$ cat src/rtl/ussrt_responder.sv
// ussrt_responder: oversampling serial-link responder that deserialises a command word and serialises a response word
module ussrt_responder #(
  parameter int CMD_N          = 8,
  parameter int RESP_N         = 8,
  parameter int SAMPLE_EDGE    = 1,
  parameter int CMD_MSB_FIRST  = 1,
  parameter int RESP_MSB_FIRST = 1,
  parameter int SYNC_STAGES    = 2
) (
  input  logic              clk,
  input  logic              rst,
  input  logic              csb,
  input  logic              sclk,
  input  logic              sdi,
  output logic              sdo,
  output logic [CMD_N-1:0]  cmd_data,
  output logic              cmd_valid,
  input  logic [RESP_N-1:0] resp_data,
  output logic              resp_done,
  output logic              frame_err,
  output logic              busy
);
  localparam int MAXN = CMD_N > RESP_N ? CMD_N : RESP_N;
  localparam int CW = $clog2(MAXN) + 1;
  localparam logic [CW-1:0] CMD_LAST = CW'(CMD_N - 1);
  localparam logic [CW-1:0] RESP_LAST = CW'(RESP_N - 1);
  typedef enum logic [1:0] {IDLE, CMD, RESP} state_t;
  state_t state;
  logic [SYNC_STAGES-1:0] sclk_s, csb_s, sdi_s;
  logic sclk_h, sclk_q, csb_q, sdi_q, rise, fall, smp, lau;
  logic [CW-1:0] cnt;
  logic [CMD_N-1:0] cmd_sr, cmd_nxt;
  logic [RESP_N-1:0] resp_sr;
  assign sclk_q = sclk_s[SYNC_STAGES-1];
  assign csb_q = csb_s[SYNC_STAGES-1];
  assign sdi_q = sdi_s[SYNC_STAGES-1];
  assign rise = sclk_q & ~sclk_h;
  assign fall = ~sclk_q & sclk_h;
  assign smp = ~csb_q & ((SAMPLE_EDGE != 0) ? rise : fall);
  assign lau = ~csb_q & ((SAMPLE_EDGE != 0) ? fall : rise);
  assign cmd_nxt = (CMD_MSB_FIRST != 0) ? {cmd_sr[CMD_N-2:0], sdi_q} : {sdi_q, cmd_sr[CMD_N-1:1]};
  assign busy = (state == RESP) || (state == CMD && cnt != '0);
  // equal-depth synchronisers keep sdi aligned with the sclk edge it belongs to
  always_ff @(posedge clk) begin
    if (rst) begin
      sclk_s <= '0;
      csb_s <= '0;
      sdi_s <= '0;
      sclk_h <= 1'b0;
    end else begin
      sclk_s <= {sclk_s[SYNC_STAGES-2:0], sclk};
      csb_s <= {csb_s[SYNC_STAGES-2:0], csb};
      sdi_s <= {sdi_s[SYNC_STAGES-2:0], sdi};
      sclk_h <= sclk_q;
    end
  end
  // frame FSM: csb high overrides everything; response loads in the cmd_valid cycle and
  // only advances on launch edges that follow a response sample, so bit 0 survives the first launch
  always_ff @(posedge clk) begin
    if (rst) begin
      state <= IDLE;
      cnt <= '0;
      cmd_sr <= '0;
      resp_sr <= '0;
      sdo <= 1'b0;
      cmd_data <= '0;
      cmd_valid <= 1'b0;
      resp_done <= 1'b0;
      frame_err <= 1'b0;
    end else begin
      cmd_valid <= 1'b0;
      resp_done <= 1'b0;
      frame_err <= 1'b0;
      if (csb_q) begin
        state <= IDLE;
        cnt <= '0;
        sdo <= 1'b0;
        frame_err <= (cnt != '0) || (state == RESP);
      end else begin
        case (state)
          IDLE: begin
            state <= CMD;
            cnt <= '0;
          end
          CMD: if (smp) begin
            cmd_sr <= cmd_nxt;
            if (cnt == CMD_LAST) begin
              cmd_data <= cmd_nxt;
              cmd_valid <= 1'b1;
              state <= RESP;
              cnt <= '0;
            end else cnt <= cnt + 1'b1;
          end
          RESP: begin
            if (cmd_valid) begin
              resp_sr <= resp_data;
              sdo <= (RESP_MSB_FIRST != 0) ? resp_data[RESP_N-1] : resp_data[0];
            end else if (lau && cnt != '0) begin
              resp_sr <= (RESP_MSB_FIRST != 0) ? resp_sr << 1 : resp_sr >> 1;
              sdo <= (RESP_MSB_FIRST != 0) ? resp_sr[RESP_N-2] : resp_sr[1];
            end
            if (smp) begin
              if (cnt == RESP_LAST) begin
                resp_done <= 1'b1;
                sdo <= 1'b0;
                state <= CMD;
                cnt <= '0;
              end else cnt <= cnt + 1'b1;
            end
          end
          default: state <= IDLE;
        endcase
      end
    end
  end
endmodule

$ cat config.mk
export PLATFORM = sky130hd
export DESIGN_NAME = ussrt_responder
export DESIGN_NICKNAME = d
export VERILOG_FILES = /design/src/rtl/ussrt_responder.sv
export SDC_FILE = /design/constraint.sdc
export NUM_CORES = 1
export LEC_CHECK = 0
export ABC_AREA = 1
export BUFFER_PORTS_ARGS = -buffer_cell sky130_fd_sc_hd__buf_2
export CAP_MARGIN = 20
export CORE_AREA = 4 4 71 73
export DETAILED_ROUTE_END_ITERATION = 7
export DIE_AREA = 0 0 75 77
export GPL_ROUTABILITY_DRIVEN = 0
export HOLD_SLACK_MARGIN = 0.15
export PLACE_DENSITY = 0.65
export REMOVE_ABC_BUFFERS = 1
export SLEW_MARGIN = 0
export SYNTH_ARGS = -nofsm -noshare
export SYNTH_HDL_FRONTEND = slang
export SYNTH_SLANG_ARGS = --single-unit
$ cat constraint.sdc
create_clock -name clk -period 1.8 [get_ports clk]
set_input_delay 0.18 -clock clk [delete_from_list [all_inputs] [get_ports clk]]
set_output_delay 0.18 -clock clk [all_outputs]
set_load 0.02 [all_outputs]
==> out/metrics.cfg, run 1 <==
[placement]
io_buffer_count = 25
dp_hpwl_mm = 2.41
placed_area_um2 = 1880
dp_cells = 313

[logic_synthesis]
syn-instance-count = 239
syn_area_per_cell_um2 = 7.11
yosysSeqAreaShare_pct = 45.9
synth_common_cells = 52 x nand2_1, 46 x nor2_1, 39 x dfxtp_1, 34 x inv_1, 17 x nand3_1
synth_warnings = 0
synth.most_common_cell = nand2_1
synth.area.top_cells = dfxtp_1 46%, nand2_1 11%, nor2_1 10%
synth_enable_flop_cells = 0
yosysTopAreaCell = dfxtp_1
synthFlopType = dfxtp_1
synth.distinct_cells = 22
ys_ff_latch = 39
async_reset_ff_share_pct = 0
syn_area_um2 = 1700
synth_top_area_share_pct = 45.9

[worst_hold_path]
hold-path-endpoint = resp_sr[0]
whs_path_depth = 3
hp-class = input port to flip-flop
worstHoldStart = resp_data[0]

[final_layout]
drive_gt1_share_pct = 15.8
ff_latch_area_um2 = 781
final_cells = 325
area_growth_pct = 17.8
nets = 290
fin_area_um2 = 2000
post-route-util_pct = 46.0
multi_input_area_um2 = 763
diodes = 0
fill_cells = 450

[floorplanning]
boundaryPins = 26
placementRows = 24
fp.coreArea_um2 = 4350
dieHeight_um = 77
start_util_pct = 39.0
die_x_um = 75
dieArea_um2 = 5780

[clock_network]
cts_inserted_buffers = 5
path_clk_slew_ns = 0.07
htree_levels = 2
clk-insertion-delay-late_ns = 0.29
cts_root_buf = clkbuf_8
cts_resized = 0
cts.path.max_buffers = 2
cts_tree = yes
cts_sinks = 39

[timing]
setup_viol = 0
rsz0062_at_grt = false
min_period_ns = 1.64
fin_skew_ns = 0.00476
max_slew_margin_pct = 70.1
drv_slew = 0
fmax_mhz = 611
fin_crit_sh_pct = 90.9
worst_pin_slew_ns = 0.448
tns_ns = 0
hold_violations = 0
holdWs_ns = 0.163

[worst_setup_path]
cpMostUsedCell = nand2_1
cpPeakStageDelay_ns = 0.42
crit_path_cell_trace = inv_1, ha_1, nand2_1, nand2_1, nand2_1, buf_2
crit_path_end_kind = output pin
r2r-start = cnt[0]
rr_worst_depth = 7
rr_endpoint = cmd_data[0]
worstPathArrival_ns = 1.46
cp_top_family = flip-flops
cp-start-kind = flip-flop
required_ns = 1.62
cp_max_fo = 6
rrSetupSlack_ns = 0.29
cp_slowest_cell = dfxtp_1
worstSetupPathType = flip-flop to output pin
path_buf_inv = 2

[pwr]
switching_share_pct = 24.0
ir_worst_vdd_v = 0.000277
p_int_uw = 1180
p_clk_share_pct = 37.1
switching_power_uw = 373
p_leak_uw = 0.000951
p_seq_share_pct = 56.7
comb_power_share_pct = 6.2
p_per_area_nw_per_um2 = 777

[outcome]
run_status = complete, no violations

[global_route]
grt_pass1_wl_mm = 5.53
grt_pass1_vias = 1272
grt_max_degree = 18
antenna_found_initial = 0
overflow = 0
grt.total_usage_pct = 12.4

[route]
wl_mm = 3.30
firstDrtPassIters = 4
first_iter_violations = 76
drtAntennaViolNets = 0
post_drt_wl_per_cell_um = 10.2
viasPerCell = 4.48
via_count = 1455
drc = 0

[flow_run]
maxCapViolations = 0

worst max path at each step:
| stage | from | to | slack, ns | cells past startpoint |
|---|---|---|---|---|
| after detailed placement | cnt[0] | cmd_data[2] | 0.30 | 7 |
| after global placement | cnt[0] | cmd_data[0] | 0.33 | 7 |
| after CTS | cnt[0] | busy | 0.15 | 6 |
| final | cnt[0] | busy | 0.16 | 6 |
| after floorplan | cnt[0] | cmd_data[7] | 0.49 | 7 |
| after global routing | cnt[0] | busy | 0.05 | 6 |
placed cells by master (no fill, tap or decap), types with 4 or more instances in the layout:
cell           synthesis  final
o21ai_1                5      5
dfxtp_1               39     39
clkbuf_8               0      5
inv_1                 34     34
a21oi_1               14     14
buf_2                  1     25
ha_1                   5      5
o21ai_0                9      9
nand3_1               17     17
dlygate4sd3_1          0      4
nand2_1               52     52
nor2_1                46     46
power by group through the flow:
stage / logic (µW) / clock network (µW) / registers [µW]
after floorplan: 56.5 / 0 / 900
after detailed placement: 89.7 / 0 / 902
final: 96.6 / 577 / 882
after global routing: 111 / 630 / 883
after global placement: 90.9 / 0 / 902
after CTS: 96.9 / 595 / 881
repair_timing:
| action | CTS | global route |
|---|---|---|
| setup endpoints to repair | 0 | 0 |
| endpoints found under the hold margin | 4 | 0 |
| hold buffers | 4 | 0 |
| buffers inserted | 0 | 0 |
routing by layer:
metal	part of all wire, %	global-route usage (%)	vias up
met5	0	0	-
met3	5.5	4.71	7
li1	-	-	805
met2	43	17.8	28
met4	1.9	5.34	0
met1	49	16.4	615
logic make-up (layout without fill, tap and decap cells):
group	count (synthesis)	count (layout)	synth area share (%)
and+or+nand+nor	126	126	32.0
AOI/OAI and AO/OA	29	29	8.69
DFF	39	39	45.9
xor gates and xnor gates	1	1	0.516
buffers and inverters	39	73	9.13
adders and majority gates	5	5	3.68
worst min-delay path: cells and delay by family:
| family | cells | cell delay, ns |
|---|---|---|
| simple gates | 1 | 0.07 |
| compound gates | 1 | 0.06 |
| buf+inv | 1 | 0.10 |
area by class of cell:
cell class              count  share of cell area (%)
clock buffers               6                    3.62
clock inverters             2                   0.625
inverters                  34                    6.37
multi-input cells         161                    38.1
flip-flops and latches     39                    39.0
well taps                  52                    3.25
repair buffers             31                    9.00
sequential cells by signal, summed over array words and instances, names as in the netlist:
register,cells
cmd_data,8
cmd_sr,7
resp_sr,7
cnt,4
csb_s,2
sclk_s,2
sdi_s,2
state,2
cmd_valid,1
frame_err,1
resp_done,1
sclk_h,1
sdo,1
through the flow:
step	setup WS [ns]	power, µW
final	0.164	1560
after global routing	0.0479	1620
after CTS	0.148	1570
after detailed placement	0.300	992
after global placement	0.332	992
after floorplan	0.486	957
Note: power is estimated with default switching activity, not from simulation.
==> run 2: changes to the inputs <==
BUFFER_PORTS_ARGS = -buffer_cell sky130_fd_sc_hd__clkbuf_2   (was -buffer_cell sky130_fd_sc_hd__buf_2)
PLACE_DENSITY = not set   (was 0.65)
SLEW_MARGIN = not set   (was 0)
==> out/metrics.cfg, run 2 (synthesis gave the netlist of run 1 again) <==
[timing]
fmax_mhz = 608  ; was 611 MHz
rsz0062_at_grt = false  ; unchanged
tns_ns = 0  ; unchanged
fin_crit_sh_pct = 91.3  ; was 90.9%
holdWs_ns = 0.216  ; was 0.163 ns
min_period_ns = 1.64  ; about the same
drv_slew = 0  ; unchanged
setup_viol = 0  ; unchanged
max_slew_margin_pct = 67.5  ; was 70.1%
fin_skew_ns = 0.00927  ; was 0.00476 ns
hold_violations = 0  ; unchanged
worst_pin_slew_ns = 0.487  ; was 0.448 ns

[pwr]
p_leak_uw = 0.000945  ; was 0.000951 µW
p_per_area_nw_per_um2 = 773  ; was 777 nW/µm²
finalPower_uw = 1560  ; about the same
ir_worst_vdd_v = 0.000450  ; was 0.000277 V

[global_route]
antenna_found_initial = 0  ; unchanged
grt_max_degree = 18  ; unchanged
grt_pass1_wl_mm = 5.68  ; was 5.53 mm
grt.total_usage_pct = 12.5  ; was 12.4%
grt_pass1_vias = 1267  ; was 1,272
overflow = 0  ; unchanged

[final_layout]
largest_reg_flops = 8  ; unchanged
ff_latch_area_um2 = 781  ; unchanged
fill_cells = 457  ; was 450
largest_register = cmd_data  ; unchanged
top_regs = cmd_data: 8 flops, cmd_sr: 7 flops, resp_sr: 7 flops  ; unchanged
drive_gt1_share_pct = 15.7  ; was 15.8%
diodes = 0  ; unchanged
mostFrequentLayoutCells = 52 x nand2_1, 46 x nor2_1, 39 x dfxtp_1, 34 x inv_1, 25 x clkbuf_2  ; was 52 x nand2_1, 46 x nor2_1, 39 x dfxtp_1, 34 x inv_1, 25 x buf_2
nets = 291  ; was 290
multi_input_area_um2 = 763  ; unchanged
area_growth_pct = 18.4  ; was 17.8%
mostFrequentLayoutCell = nand2_1  ; unchanged

[floorplanning]
die_x_um = 75  ; unchanged
dieHeight_um = 77  ; unchanged
boundaryPins = 26  ; unchanged
fp.coreArea_um2 = 4350  ; unchanged
start_util_pct = 39.0  ; unchanged
dieArea_um2 = 5780  ; unchanged
placementRows = 24  ; unchanged

[worst_setup_path]
required_ns = 1.62  ; about the same
path_buf_inv = 2  ; unchanged
crit_path_end_kind = output pin  ; unchanged
crit_start = cnt[0]  ; unchanged
cpMostUsedCell = nand2_1  ; unchanged
worstPathArrival_ns = 1.46  ; about the same
r2r-start = cnt[0]  ; unchanged
cp_max_fo = 6  ; unchanged
worstSetupPathType = flip-flop to output pin  ; unchanged
crit_path_cell_trace = inv_1, ha_1, nand2_1, nand2_1, nand2_1, clkbuf_2  ; was inv_1, ha_1, nand2_1, nand2_1, nand2_1, buf_2
cpPeakStageDelay_ns = 0.42  ; about the same
cp_slowest_cell = dfxtp_1  ; unchanged
rrSetupSlack_ns = 0.27  ; was 0.29 ns
cp-start-kind = flip-flop  ; unchanged
cp_top_family = flip-flops  ; unchanged

[clock_network]
cts_tree = yes  ; unchanged
cts_inserted_buffers = 5  ; unchanged
path_clk_slew_ns = 0.08  ; was 0.07 ns
cts_resized = 0  ; unchanged
cts_sinks = 39  ; unchanged
holdBufCountCts = 5  ; was 4
post-cts-setup-buffer-count = 0  ; unchanged
htree_levels = 2  ; unchanged
cts_root_buf = clkbuf_8  ; unchanged
clk-insertion-delay-late_ns = 0.29  ; about the same
cts.path.max_buffers = 2  ; unchanged

[route]
first_iter_violations = 65  ; was 76
post_drt_wl_per_cell_um = 10.2  ; about the same
firstDrtPassIters = 4  ; unchanged
wl_mm = 3.33  ; was 3.30 mm
via_count = 1455  ; unchanged
drc = 0  ; unchanged
viasPerCell = 4.46  ; was 4.48
drtAntennaViolNets = 0  ; unchanged

[placement]
dp_hpwl_mm = 2.47  ; was 2.41 mm
io_buffer_count = 25  ; unchanged

[outcome]
run_status = complete, no violations  ; unchanged

[flow_run]
maxCapViolations = 0  ; unchanged

[worst_hold_path]
hp-class = input port to flip-flop  ; unchanged
worstHoldStart = resp_data[1]  ; was resp_data[0]

## run 2: cell count changes in the layout (fill, tap and decap cells not counted), sizes merged
cell / change
clkbuf: +25
buf: -25
dlygate4sd3: +1
## run 2: worst reg2reg max path, cell delays in order, from the launching register on
cell	delay, ns
dfxtp_1	0.42
ha_1	0.26
nand3_4	0.11
nor2_4	0.14
nand2_2	0.16
inv_1	0.21
nor2_1	0.06
nor2_1	0.09
## run 2: stage by stage
step / setup WS (ns) / utilization, % / cell area [µm²] / cells
floorplan: 0.486 / - / 1670 / 234
global placement: 0.275 / 43.1 / 1880 / 313
detailed placement: 0.262 / 43.1 / 1880 / 313
CTS: 0.157 / 46.2 / 2010 / 326
global route: 0.0455 / 46.2 / 2010 / 326
finish: 0.156 / 46.2 / 2010 / 326
## run 2: final timing paths
check                      to  cells past startpoint
setup / recovery         busy                      6
hold / removal     resp_sr[1]                      5
setup reg to reg  cmd_data[0]                      7
hold reg to reg     sclk_s[1]                      2
## run 2: layout make-up
| cell class | count | area share [%] |
|---|---|---|
| Clock buffer | 6 | 3.61 |
| Multi-Input combinational cell | 161 | 37.9 |
| Tap cell | 52 | 3.23 |
| Timing Repair Buffer | 32 | 9.45 |
| Clock inverter | 2 | 0.622 |
| Sequential cell | 39 | 38.8 |
| Inverter | 34 | 6.34 |
## run 2: power by group
part / switching (µW) / leakage, µW / total, µW / internal, µW
Sequential: 7.49 / 0.000316 / 882 / 874
Combinational: 59.6 / 0.000588 / 98.8 / 39.2
Clock: 304 / 0.0000412 / 575 / 271
Total: 371 / 0.000945 / 1560 / 1180
## run 2: routing by layer
layer / GRT usage, % / vias up / wire length [µm]
met5: 0 / - / 0
met2: 18.6 / 29 / 1470
li1: - / 806 / -
met1: 16.4 / 614 / 1610
met3: 4.58 / 6 / 198
met4: 4.80 / 0 / 43
